$ cat src/rtl/stack_pkg.sv
// Shared stack defaults and the occupancy-counter width helper.
package stack_pkg;
  localparam int DEF_WIDTH    = 32;
  localparam int DEF_DEPTH    = 16;
  localparam int DEF_AF_LEVEL = 12;

  // count must reach DEPTH itself, so it needs one more code than an address
  function automatic int cnt_w(input int depth);
    return $clog2(depth + 1);
  endfunction
endpackage

$ cat src/rtl/lifo_stack_if.sv
// Stack command/data/status bundle; master drives push/pop/din/err_clr, slave is the stack.
interface lifo_stack_if #(
  parameter int WIDTH = stack_pkg::DEF_WIDTH,
  parameter int DEPTH = stack_pkg::DEF_DEPTH
);
  logic                              push;
  logic                              pop;
  logic                              err_clr;
  logic [WIDTH-1:0]                  din;
  logic [WIDTH-1:0]                  dout;
  logic                              dout_valid;
  logic [WIDTH-1:0]                  top;
  logic [stack_pkg::cnt_w(DEPTH)-1:0] count;
  logic                              empty;
  logic                              full;
  logic                              half_full;
  logic                              almost_full;
  logic                              overflow;
  logic                              underflow;

  modport master (
    output push, pop, err_clr, din,
    input  dout, dout_valid, top, count, empty, full, half_full, almost_full,
           overflow, underflow
  );

  modport slave (
    input  push, pop, err_clr, din,
    output dout, dout_valid, top, count, empty, full, half_full, almost_full,
           overflow, underflow
  );
endinterface

$ cat src/rtl/lifo_ram.sv
// DEPTH x WIDTH storage: one synchronous write port, one asynchronous read port.
// Write lands on the rising edge; read data follows raddr combinationally.
module lifo_ram #(
  parameter int WIDTH = 32,
  parameter int DEPTH = 16,
  parameter int AW    = $clog2(DEPTH)
) (
  input  logic             clk,
  input  logic             we,
  input  logic [AW-1:0]    waddr,
  input  logic [WIDTH-1:0] wdata,
  input  logic [AW-1:0]    raddr,
  output logic [WIDTH-1:0] rdata
);
  logic [WIDTH-1:0] mem [DEPTH];

  always_ff @(posedge clk) begin
    if (we) mem[waddr] <= wdata;
  end

  assign rdata = mem[raddr];
endmodule

$ cat src/rtl/lifo_stack.sv
// LIFO stack with registered pop data (1-cycle latency) and a combinational top peek.
// No backpressure: pushes when full and pops when empty are dropped and flagged sticky.
module lifo_stack
  import stack_pkg::*;
#(
  parameter int WIDTH    = DEF_WIDTH,
  parameter int DEPTH    = DEF_DEPTH,
  parameter int AF_LEVEL = DEF_AF_LEVEL
) (
  input logic         clk,
  input logic         rst,
  lifo_stack_if.slave s
);
  localparam int CW = cnt_w(DEPTH);
  localparam int AW = $clog2(DEPTH);

  if ((DEPTH & (DEPTH - 1)) != 0 || DEPTH < 4) begin : g_chk_depth
    $error("lifo_stack: DEPTH must be a power of two and >= 4");
  end
  if (AF_LEVEL < 1 || AF_LEVEL > DEPTH) begin : g_chk_af
    $error("lifo_stack: AF_LEVEL must be within 1..DEPTH");
  end

  logic [CW-1:0]    cnt;
  logic [CW-1:0]    cnt_m1;
  logic [WIDTH-1:0] dout_q;
  logic             dv_q;
  logic             ov_q;
  logic             uf_q;
  logic [WIDTH-1:0] rdat;
  logic             is_empty, is_full;
  logic             do_push, do_pop, do_swap, do_bypass, ram_we;
  logic [AW-1:0]    waddr;

  assign cnt_m1   = cnt - CW'(1);
  assign is_empty = (cnt == '0);
  assign is_full  = (cnt == CW'(DEPTH));

  assign do_push   = s.push & ~s.pop & ~is_full;
  assign do_pop    = s.pop & ~s.push & ~is_empty;
  assign do_swap   = s.push & s.pop & ~is_empty;
  assign do_bypass = s.push & s.pop & is_empty;

  // A swap overwrites the current top in place; a plain push fills the next slot.
  assign ram_we = (do_push | do_swap) & ~rst;
  assign waddr  = do_swap ? cnt_m1[AW-1:0] : cnt[AW-1:0];

  lifo_ram #(.WIDTH(WIDTH), .DEPTH(DEPTH), .AW(AW)) u_ram (
    .clk   (clk),
    .we    (ram_we),
    .waddr (waddr),
    .wdata (s.din),
    .raddr (cnt_m1[AW-1:0]),
    .rdata (rdat)
  );

  always_ff @(posedge clk) begin
    if (rst) begin
      cnt    <= '0;
      dout_q <= '0;
      dv_q   <= 1'b0;
      ov_q   <= 1'b0;
      uf_q   <= 1'b0;
    end else begin
      dv_q <= do_pop | do_swap | do_bypass;
      if (do_pop || do_swap) dout_q <= rdat;
      else if (do_bypass)    dout_q <= s.din;
      if (do_push)     cnt <= cnt + CW'(1);
      else if (do_pop) cnt <= cnt_m1;
      // set wins over a simultaneous clear
      ov_q <= (s.push & ~s.pop & is_full)  | (ov_q & ~s.err_clr);
      uf_q <= (s.pop & ~s.push & is_empty) | (uf_q & ~s.err_clr);
    end
  end

  assign s.dout        = dout_q;
  assign s.dout_valid  = dv_q;
  assign s.top         = is_empty ? '0 : rdat;
  assign s.count       = cnt;
  assign s.empty       = is_empty;
  assign s.full        = is_full;
  assign s.half_full   = (cnt >= CW'(DEPTH / 2));
  assign s.almost_full = (cnt >= CW'(AF_LEVEL));
  assign s.overflow    = ov_q;
  assign s.underflow   = uf_q;
endmodule
$ cat src/flat_wrapper.sv
// flat-port wrapper written by rule: the top's interface ports become plain ports
module lifo_stack_flat import stack_pkg::*;
#(
  parameter int WIDTH    = DEF_WIDTH,
  parameter int DEPTH    = DEF_DEPTH,
  parameter int AF_LEVEL = DEF_AF_LEVEL
)
  (clk, rst, s_push, s_pop, s_err_clr, s_din, s_dout, s_dout_valid, s_top, s_count, s_empty, s_full, s_half_full, s_almost_full, s_overflow, s_underflow);
  lifo_stack_if #(.WIDTH(WIDTH), .DEPTH(DEPTH)) s_i ();
  input logic clk;
  input logic rst;
  input wire logic [$bits(s_i.push)-1:0] s_push;
  input wire logic [$bits(s_i.pop)-1:0] s_pop;
  input wire logic [$bits(s_i.err_clr)-1:0] s_err_clr;
  input wire logic [$bits(s_i.din)-1:0] s_din;
  output wire logic [$bits(s_i.dout)-1:0] s_dout;
  output wire logic [$bits(s_i.dout_valid)-1:0] s_dout_valid;
  output wire logic [$bits(s_i.top)-1:0] s_top;
  output wire logic [$bits(s_i.count)-1:0] s_count;
  output wire logic [$bits(s_i.empty)-1:0] s_empty;
  output wire logic [$bits(s_i.full)-1:0] s_full;
  output wire logic [$bits(s_i.half_full)-1:0] s_half_full;
  output wire logic [$bits(s_i.almost_full)-1:0] s_almost_full;
  output wire logic [$bits(s_i.overflow)-1:0] s_overflow;
  output wire logic [$bits(s_i.underflow)-1:0] s_underflow;
  assign s_i.push = s_push;
  assign s_i.pop = s_pop;
  assign s_i.err_clr = s_err_clr;
  assign s_i.din = s_din;
  assign s_dout = s_i.dout;
  assign s_dout_valid = s_i.dout_valid;
  assign s_top = s_i.top;
  assign s_count = s_i.count;
  assign s_empty = s_i.empty;
  assign s_full = s_i.full;
  assign s_half_full = s_i.half_full;
  assign s_almost_full = s_i.almost_full;
  assign s_overflow = s_i.overflow;
  assign s_underflow = s_i.underflow;
  lifo_stack #(.WIDTH(WIDTH), .DEPTH(DEPTH), .AF_LEVEL(AF_LEVEL)) u_core (.clk(clk), .rst(rst), .s(s_i));
endmodule
$ cat config.mk
export PLATFORM = sky130hd
export DESIGN_NAME = lifo_stack_flat
export DESIGN_NICKNAME = d
export VERILOG_FILES = /design/src/rtl/stack_pkg.sv /design/src/rtl/lifo_stack_if.sv /design/src/rtl/lifo_ram.sv /design/src/rtl/lifo_stack.sv /design/src/flat_wrapper.sv
export SDC_FILE = /design/constraint.sdc
export NUM_CORES = 1
export LEC_CHECK = 0
export CAP_MARGIN = 40
export CORE_UTILIZATION = 50
export DETAILED_ROUTE_END_ITERATION = 16
export GPL_ROUTABILITY_DRIVEN = 0
export PLACE_DENSITY = 0.76
export SLEW_MARGIN = 20
export SYNTH_ARGS = -nofsm -noshare
export SYNTH_HDL_FRONTEND = slang
export SYNTH_SLANG_ARGS = --single-unit
$ cat constraint.sdc
create_clock -name clk -period 5 [get_ports clk]
set_input_delay 1 -clock clk [delete_from_list [all_inputs] [get_ports clk]]
set_output_delay 1 -clock clk [all_outputs]
set_load 0.02 [all_outputs]
==> flow_metrics.env, run 1 <==
export IMPL_vias=10884
export IMPL_period_share=0.945
export IMPL_rsz0062_at_grt="no"
export IMPL_yosysUniqueCellTypes=44
export IMPL_synth_top_area_share=0.713
export IMPL_hp_class="flop to flop"
export IMPL_crit_chain="inv_1 -> ha_4 -> buf_4 -> mux4_2 -> mux4_2 -> and2_1 -> clkdlybuf4s50_1"
export IMPL_timing_rr_end="u_core.u_ram.mem[1][16]"
export IMPL_route_detailed_drc=0
export IMPL_clock_path_buffers=3
export IMPL_dp_final_hpwl_um=25400
export IMPL_fin_ws_ps=277
export IMPL_arrival_ps=3720
export IMPL_cellLeakagePower_nw=7.89
export IMPL_ctsResizeCount=0
export IMPL_hold_path_end="u_core.s.underflow"
export IMPL_fin_cells=1767
export IMPL_rr_worst_depth=7
export IMPL_synth_ff_type="edfxtp_1"
export IMPL_setup_viol=0
export IMPL_io_pins=113
export IMPL_routed_wl_um=48900
export IMPL_drv_slew=0
export IMPL_overflow=0
export IMPL_synthToLayoutAreaGrowth_pct=17.7
export IMPL_grt_max_degree=75
export IMPL_worst_pin_slew_ps=929
export IMPL_grt_pass1_wl_um=72200
export IMPL_seq_area_frac_synth=0.750
export IMPL_vias_per_cell=6.16
export IMPL_drt_initial_drc_count=1242
export IMPL_rrSetupSlack_ps=1080
export IMPL_postSynthCellCount=1038
export IMPL_min_path_cells=2
export IMPL_antenna_left=0
export IMPL_grt_use_total=0.228
export IMPL_cts_buffers_inserted=55
export IMPL_maxCapViolCount=0
export IMPL_relSlewSlack=0.380
export IMPL_hold_viol=0
export IMPL_htree_levels=2
export IMPL_io_buffers=112
export IMPL_grt_pass1_vias=11013
export IMPL_core_area_um2=42200
export IMPL_synth_area_um2=21600
export IMPL_die_area_um2=44000
export IMPL_worst_path_max_delay_cell="ha_4"
export IMPL_drive_gt1_frac=0.244
export IMPL_die_width_um=210
export IMPL_place_worst_setup_slack_ps=698
export IMPL_synth_common_cells="edfxtp_1, mux4_2, nor2_1"
export IMPL_fin_nets=1222
export IMPL_synthArstFlopShare=0
export IMPL_cp_start_kind="flop"
export IMPL_critPathKind="flop to primary output"
export IMPL_syn_nets=1078
export IMPL_worstPathRequired_ps=4000
export IMPL_yosysTopAreaCell="edfxtp_1"
export IMPL_worst_path_max_fanout=23
export IMPL_critPathMostFrequentCell="mux4_2"
export IMPL_worstSkewPairLatency_ps=610
export IMPL_die_y_um=210
export IMPL_crit_buf_inv=3
export IMPL_synth_edff_count=512
export IMPL_wire_per_inst_um=27.7
export IMPL_slowest_delay_ps=610
export IMPL_drt_pass1_iterations=5
export IMPL_cts_sinks=552
export IMPL_cts_tree="done"
export IMPL_synth_most_common_cell="edfxtp_1"
export IMPL_yosys_register_bits=552
export IMPL_startpoint="u_core.s.count[1]"
export IMPL_start_util=0.511
export IMPL_hold_start="u_core.s.underflow"
export IMPL_place_inst=1663
export IMPL_synth_area_per_cell_um2=20.8
export IMPL_fin_util=0.601
export IMPL_final_setup_tns_ps=0
export IMPL_crit_family="buffers and inverters"
export IMPL_end_kind="primary output"
export IMPL_whs_ps=481
export IMPL_reg2reg_from="u_core.s.count[2]"
export IMPL_antenna_found_initial=1
export IMPL_min_period_ps=4720
export IMPL_fin_skew_ps=28.6
export IMPL_power_density_nw_per_um2=557
export IMPL_row_count=75
export IMPL_yosysWarnings=0
export IMPL_ys_top_cells_by_area="edfxtp_1, mux4_2, dfxtp_1, nor2_1, nor4_1"
export IMPL_peakVddDrop_mv=0.410
export IMPL_status="completed"
export IMPL_clk_pin_slew_ps=60
export IMPL_fmax_mhz=212
export IMPL_clock_root_buffer="clkbuf_16"
-- cells in the final DEF, fill, tap and decap left out, drive strengths merged, types with 10 or more instances in the layout --
| master | count |
|---|---|
| nand2 | 10 |
| nor3 | 38 |
| nor4 | 30 |
| clkbuf | 80 |
| and2 | 29 |
| mux4 | 157 |
| nor2 | 81 |
| clkinv | 18 |
| edfxtp | 512 |
| clkdlybuf4s50 | 111 |
| dfxtp | 40 |
| buf | 38 |
-- sequential cells by signal, summed over array words and instances, names as in the netlist --
name / flops
u_core.s.count: 5
u_core.s.overflow: 1
u_core.s.dout_valid: 1
u_core.u_ram.mem: 512
u_core.s.underflow: 1
u_core.s.dout: 32
-- worst min-delay path: stages, from the launching register on --
cell and delay, ps:
dfxtp_1 310, nand2b_1 70, a21oi_1 50
-- power by group --
part           internal (mW)  switching (mW)
Combinational           2.24            2.54
Sequential              5.28           0.105
Clock                   2.28            1.68
Total                   9.80            4.33
-- routing by layer --
metal  wire [um]  global-route usage
met1       20100               0.326
met2       24000               0.364
met3        4110              0.0438
met4         750              0.0617
met5           0                   0
-- metrics by stage --
stage / total power [mW] / cell area [um^2]
floorplan: 8.53 / 21600
global route: 14.7 / 25400
CTS: 14.2 / 25400
detailed placement: 10.3 / 23600
finish: 14.1 / 25400
global placement: 10.2 / 23600
-- final cells by class --
class,instances,area (um^2)
Clock buffer,80,1530
Timing Repair Buffer,149,1580
Sequential cell,552,16200
Clock inverter,22,203
Antenna cell,1,2.50
Multi-Input combinational cell,417,5190
Fill cell,2918,16800
Inverter,7,26.3
Tap cell,539,674
-- how the worst max path moves through the flow --
stage / end / slack (ps) / depth (start not counted)
2_1_floorplan: u_core.u_ram.mem[10][0] / -220 / 10
3_3_place_gp: s_top[28] / 760 / 7
3_5_place_dp: s_top[28] / 700 / 7
4_1_cts: s_top[13] / 50 / 7
5_1_grt: s_top[14] / 130 / 7
6_report: s_top[28] / 280 / 7
-- cells by family after synthesis --
| family | after synthesis | synth area share |
|---|---|---|
| mux | 165 | 0.168 |
| compound gates | 30 | 0.00963 |
| simple gates | 212 | 0.0503 |
| flops | 552 | 0.750 |
| fa+ha+maj | 3 | 0.00174 |
| xor+xnor | 7 | 0.00371 |
| buf+inv | 69 | 0.0167 |
-- timing repair --
action,in CTS,in global routing
setup buffers,0,1
endpoints found under the setup margin,0,20
hold buffers,0,0
Power figures use the tool's default switching activity.
==> run 2: changes to the inputs <==
--- a/config.mk
+++ b/config.mk
@@ -5,7 +5,7 @@
 export SDC_FILE = /design/constraint.sdc
 export NUM_CORES = 1
 export LEC_CHECK = 0
-export CAP_MARGIN = 40
+export CORE_MARGIN = 2
 export CORE_UTILIZATION = 50
 export DETAILED_ROUTE_END_ITERATION = 16
 export GPL_ROUTABILITY_DRIVEN = 0
==> run 2 against run 1 <==
Clock power is 4% higher; sequential share of layout area is 0.13 points lower; routed wire length hardly changed; worst hold slack worse by 7.0 ps; via count is 0.40% higher; critical path depth stayed put; sequential power hardly changed; combinational power hardly changed; register-to-register slack better by 100 ps; utilization is 0.67 points lower; non-clock buffer count is 2 higher; largest cell class unchanged.
==> flow_metrics.env, run 2 (synthesis gave the netlist of run 1 again) <==
export IMPL_die_area_um2=44800
export IMPL_timing_rr_end="u_core.u_ram.mem[11][23]"
export IMPL_worst_path_max_fanout=32
export IMPL_antenna_found_initial=1
export IMPL_overflow=0
export IMPL_cp_start_kind="flop"
export IMPL_fin_nets=1222
export IMPL_diodes=0
export IMPL_fin_skew_ps=10.4
export IMPL_grt_pass1_vias=10959
export IMPL_end_kind="primary output"
export IMPL_drt_pass1_iterations=5
export IMPL_maxCapViolCount=0
export IMPL_routed_wl_um=49000
export IMPL_power_density_nw_per_um2=562
export IMPL_final_setup_tns_ps=0
export IMPL_grt_use_total=0.224
export IMPL_rr_worst_depth=7
export IMPL_htree_levels=2
export IMPL_hold_start="u_core.s.underflow"
export IMPL_clk_pin_slew_ps=60
export IMPL_cts_tree="done"
export IMPL_clock_path_buffers=3
export IMPL_wire_per_inst_um=27.6
export IMPL_reg2reg_from="u_core.s.count[2]"
export IMPL_rsz0062_at_grt="no"
export IMPL_period_share=0.948
export IMPL_rrSetupSlack_ps=1180
export IMPL_drive_gt1_frac=0.246
export IMPL_critPathKind="flop to primary output"
export IMPL_dp_final_hpwl_um=25900
export IMPL_core_area_um2=42800
export IMPL_hold_path_end="u_core.s.underflow"
export IMPL_drt_initial_drc_count=1261
export IMPL_relSlewSlack=0.330
export IMPL_io_buffers=112
export IMPL_die_width_um=212
export IMPL_status="completed"
export IMPL_min_period_ps=4740
export IMPL_mostFrequentLayoutCells="edfxtp_1, mux4_2, clkdlybuf4s50_1"
export IMPL_clock_root_buffer="clkbuf_16"
export IMPL_start_util=0.504
export IMPL_min_path_cells=2
export IMPL_vias_per_cell=6.17
export IMPL_hold_viol=0
export IMPL_largest_reg_flops=512
export IMPL_hp_class="flop to flop"
export IMPL_row_count=76
export IMPL_final_area_um2=25400
export IMPL_dpl_cell_area_um2=23600
export IMPL_worstSkewPairLatency_ps=600
export IMPL_vias=10928
export IMPL_cellLeakagePower_nw=7.92
export IMPL_worst_pin_slew_ps=1000
export IMPL_cts_sinks=552
export IMPL_arrival_ps=3740
export IMPL_cts_buffers_inserted=53
export IMPL_grt_max_degree=73
export IMPL_grt_pass1_wl_um=72000
export IMPL_drv_slew=0
export IMPL_layout_commonest_cell="edfxtp_1"
export IMPL_setup_viol=0
export IMPL_synthToLayoutAreaGrowth_pct=18.0
export IMPL_peakVddDrop_mv=0.405
export IMPL_die_y_um=212
export IMPL_io_pins=113
export IMPL_top_register="u_core.u_ram.mem"
export IMPL_route_detailed_drc=0
export IMPL_worstPathRequired_ps=4000
export IMPL_antenna_left=0
export IMPL_fmax_mhz=211
## run 2: cell count changes in the layout (fill, tap and decap cells not counted), sizes merged
cell and delta:
inv +1, clkinv -8, clkbuf -1, clkinvlp +1
bufinv +4, diode -1, buf +2
## run 2: final cells by class
type / instances / area [um^2]
inverter: 7 / 26.3
multi-input combinational: 417 / 5190
tap: 546 / 683
timing repair buffer: 151 / 1560
clock inverter: 20 / 282
sequential: 552 / 16200
clock buffer: 79 / 1520
fill: 2979 / 17400
## run 2: repair_timing
item	in CTS	in global routing
hold buffers	0	0
buffers inserted	0	1
resized for setup	0	0
endpoints found under the setup margin	0	6
## run 2: metrics by stage
stage | cells | utilization | hold WS (ps) | power (mW) | setup WS (ps)
finish | 1772 | 0.594 | 474 | 14.3 | 262
global route | 1772 | 0.594 | 492 | 14.8 | 120
CTS | 1771 | 0.594 | 476 | 14.4 | 52.5
detailed placement | 1672 | 0.552 | 464 | 10.3 | 700
global placement | 1672 | 0.552 | 459 | 10.2 | 743
floorplan | 1038 | - | 543 | 8.53 | -220
## run 2: metal layers
layer  track usage  vias to the layer above  wire length, um
met5             0                        -                0
met4        0.0665                        0             1030
met3        0.0377                       81             3770
met2         0.352                      538            23700
met1         0.328                     5734            20500
li1              -                     4575                -
## run 2: how the worst max path moves through the flow
stage / start / to / slack, ps
floorplan: u_core.s.count[0] / u_core.u_ram.mem[10][0] / -220
global placement: u_core.s.count[1] / s_top[1] / 740
detailed placement: u_core.s.count[1] / s_top[15] / 700
CTS: u_core.s.count[1] / s_top[1] / 50
global route: u_core.s.count[1] / s_top[21] / 120
finish: u_core.s.count[1] / s_top[1] / 260
## run 2: worst max-delay path: stages (launching register included)
cell and delay, ps:
dfxtp_1 460, inv_1 180, ha_4 580, buf_12 290, mux4_2 350, mux4_2 550, and2_1 190, clkdlybuf4s50_1 540
## run 2: power breakdown
| part | total, mW | leakage [nW] | internal [mW] | switching, mW |
|---|---|---|---|---|
| logic | 4.77 | 2.10 | 2.23 | 2.55 |
| clock network | 4.12 | 0.876 | 2.46 | 1.66 |
| registers | 5.39 | 4.94 | 5.28 | 0.111 |
| total | 14.3 | 7.92 | 9.97 | 4.32 |
==> run 3: changes to the inputs <==
--- a/config.mk
+++ b/config.mk
@@ -10,6 +10,7 @@
 export DETAILED_ROUTE_END_ITERATION = 16
 export GPL_ROUTABILITY_DRIVEN = 0
 export PLACE_DENSITY = 0.76
+export SKIP_LAST_GASP = 1
 export SLEW_MARGIN = 20
 export SYNTH_ARGS = -nofsm -noshare
 export SYNTH_HDL_FRONTEND = slang
==> results of run 3 <==
Same layout as run 2: the final DEF is identical, and so are final timing and power.
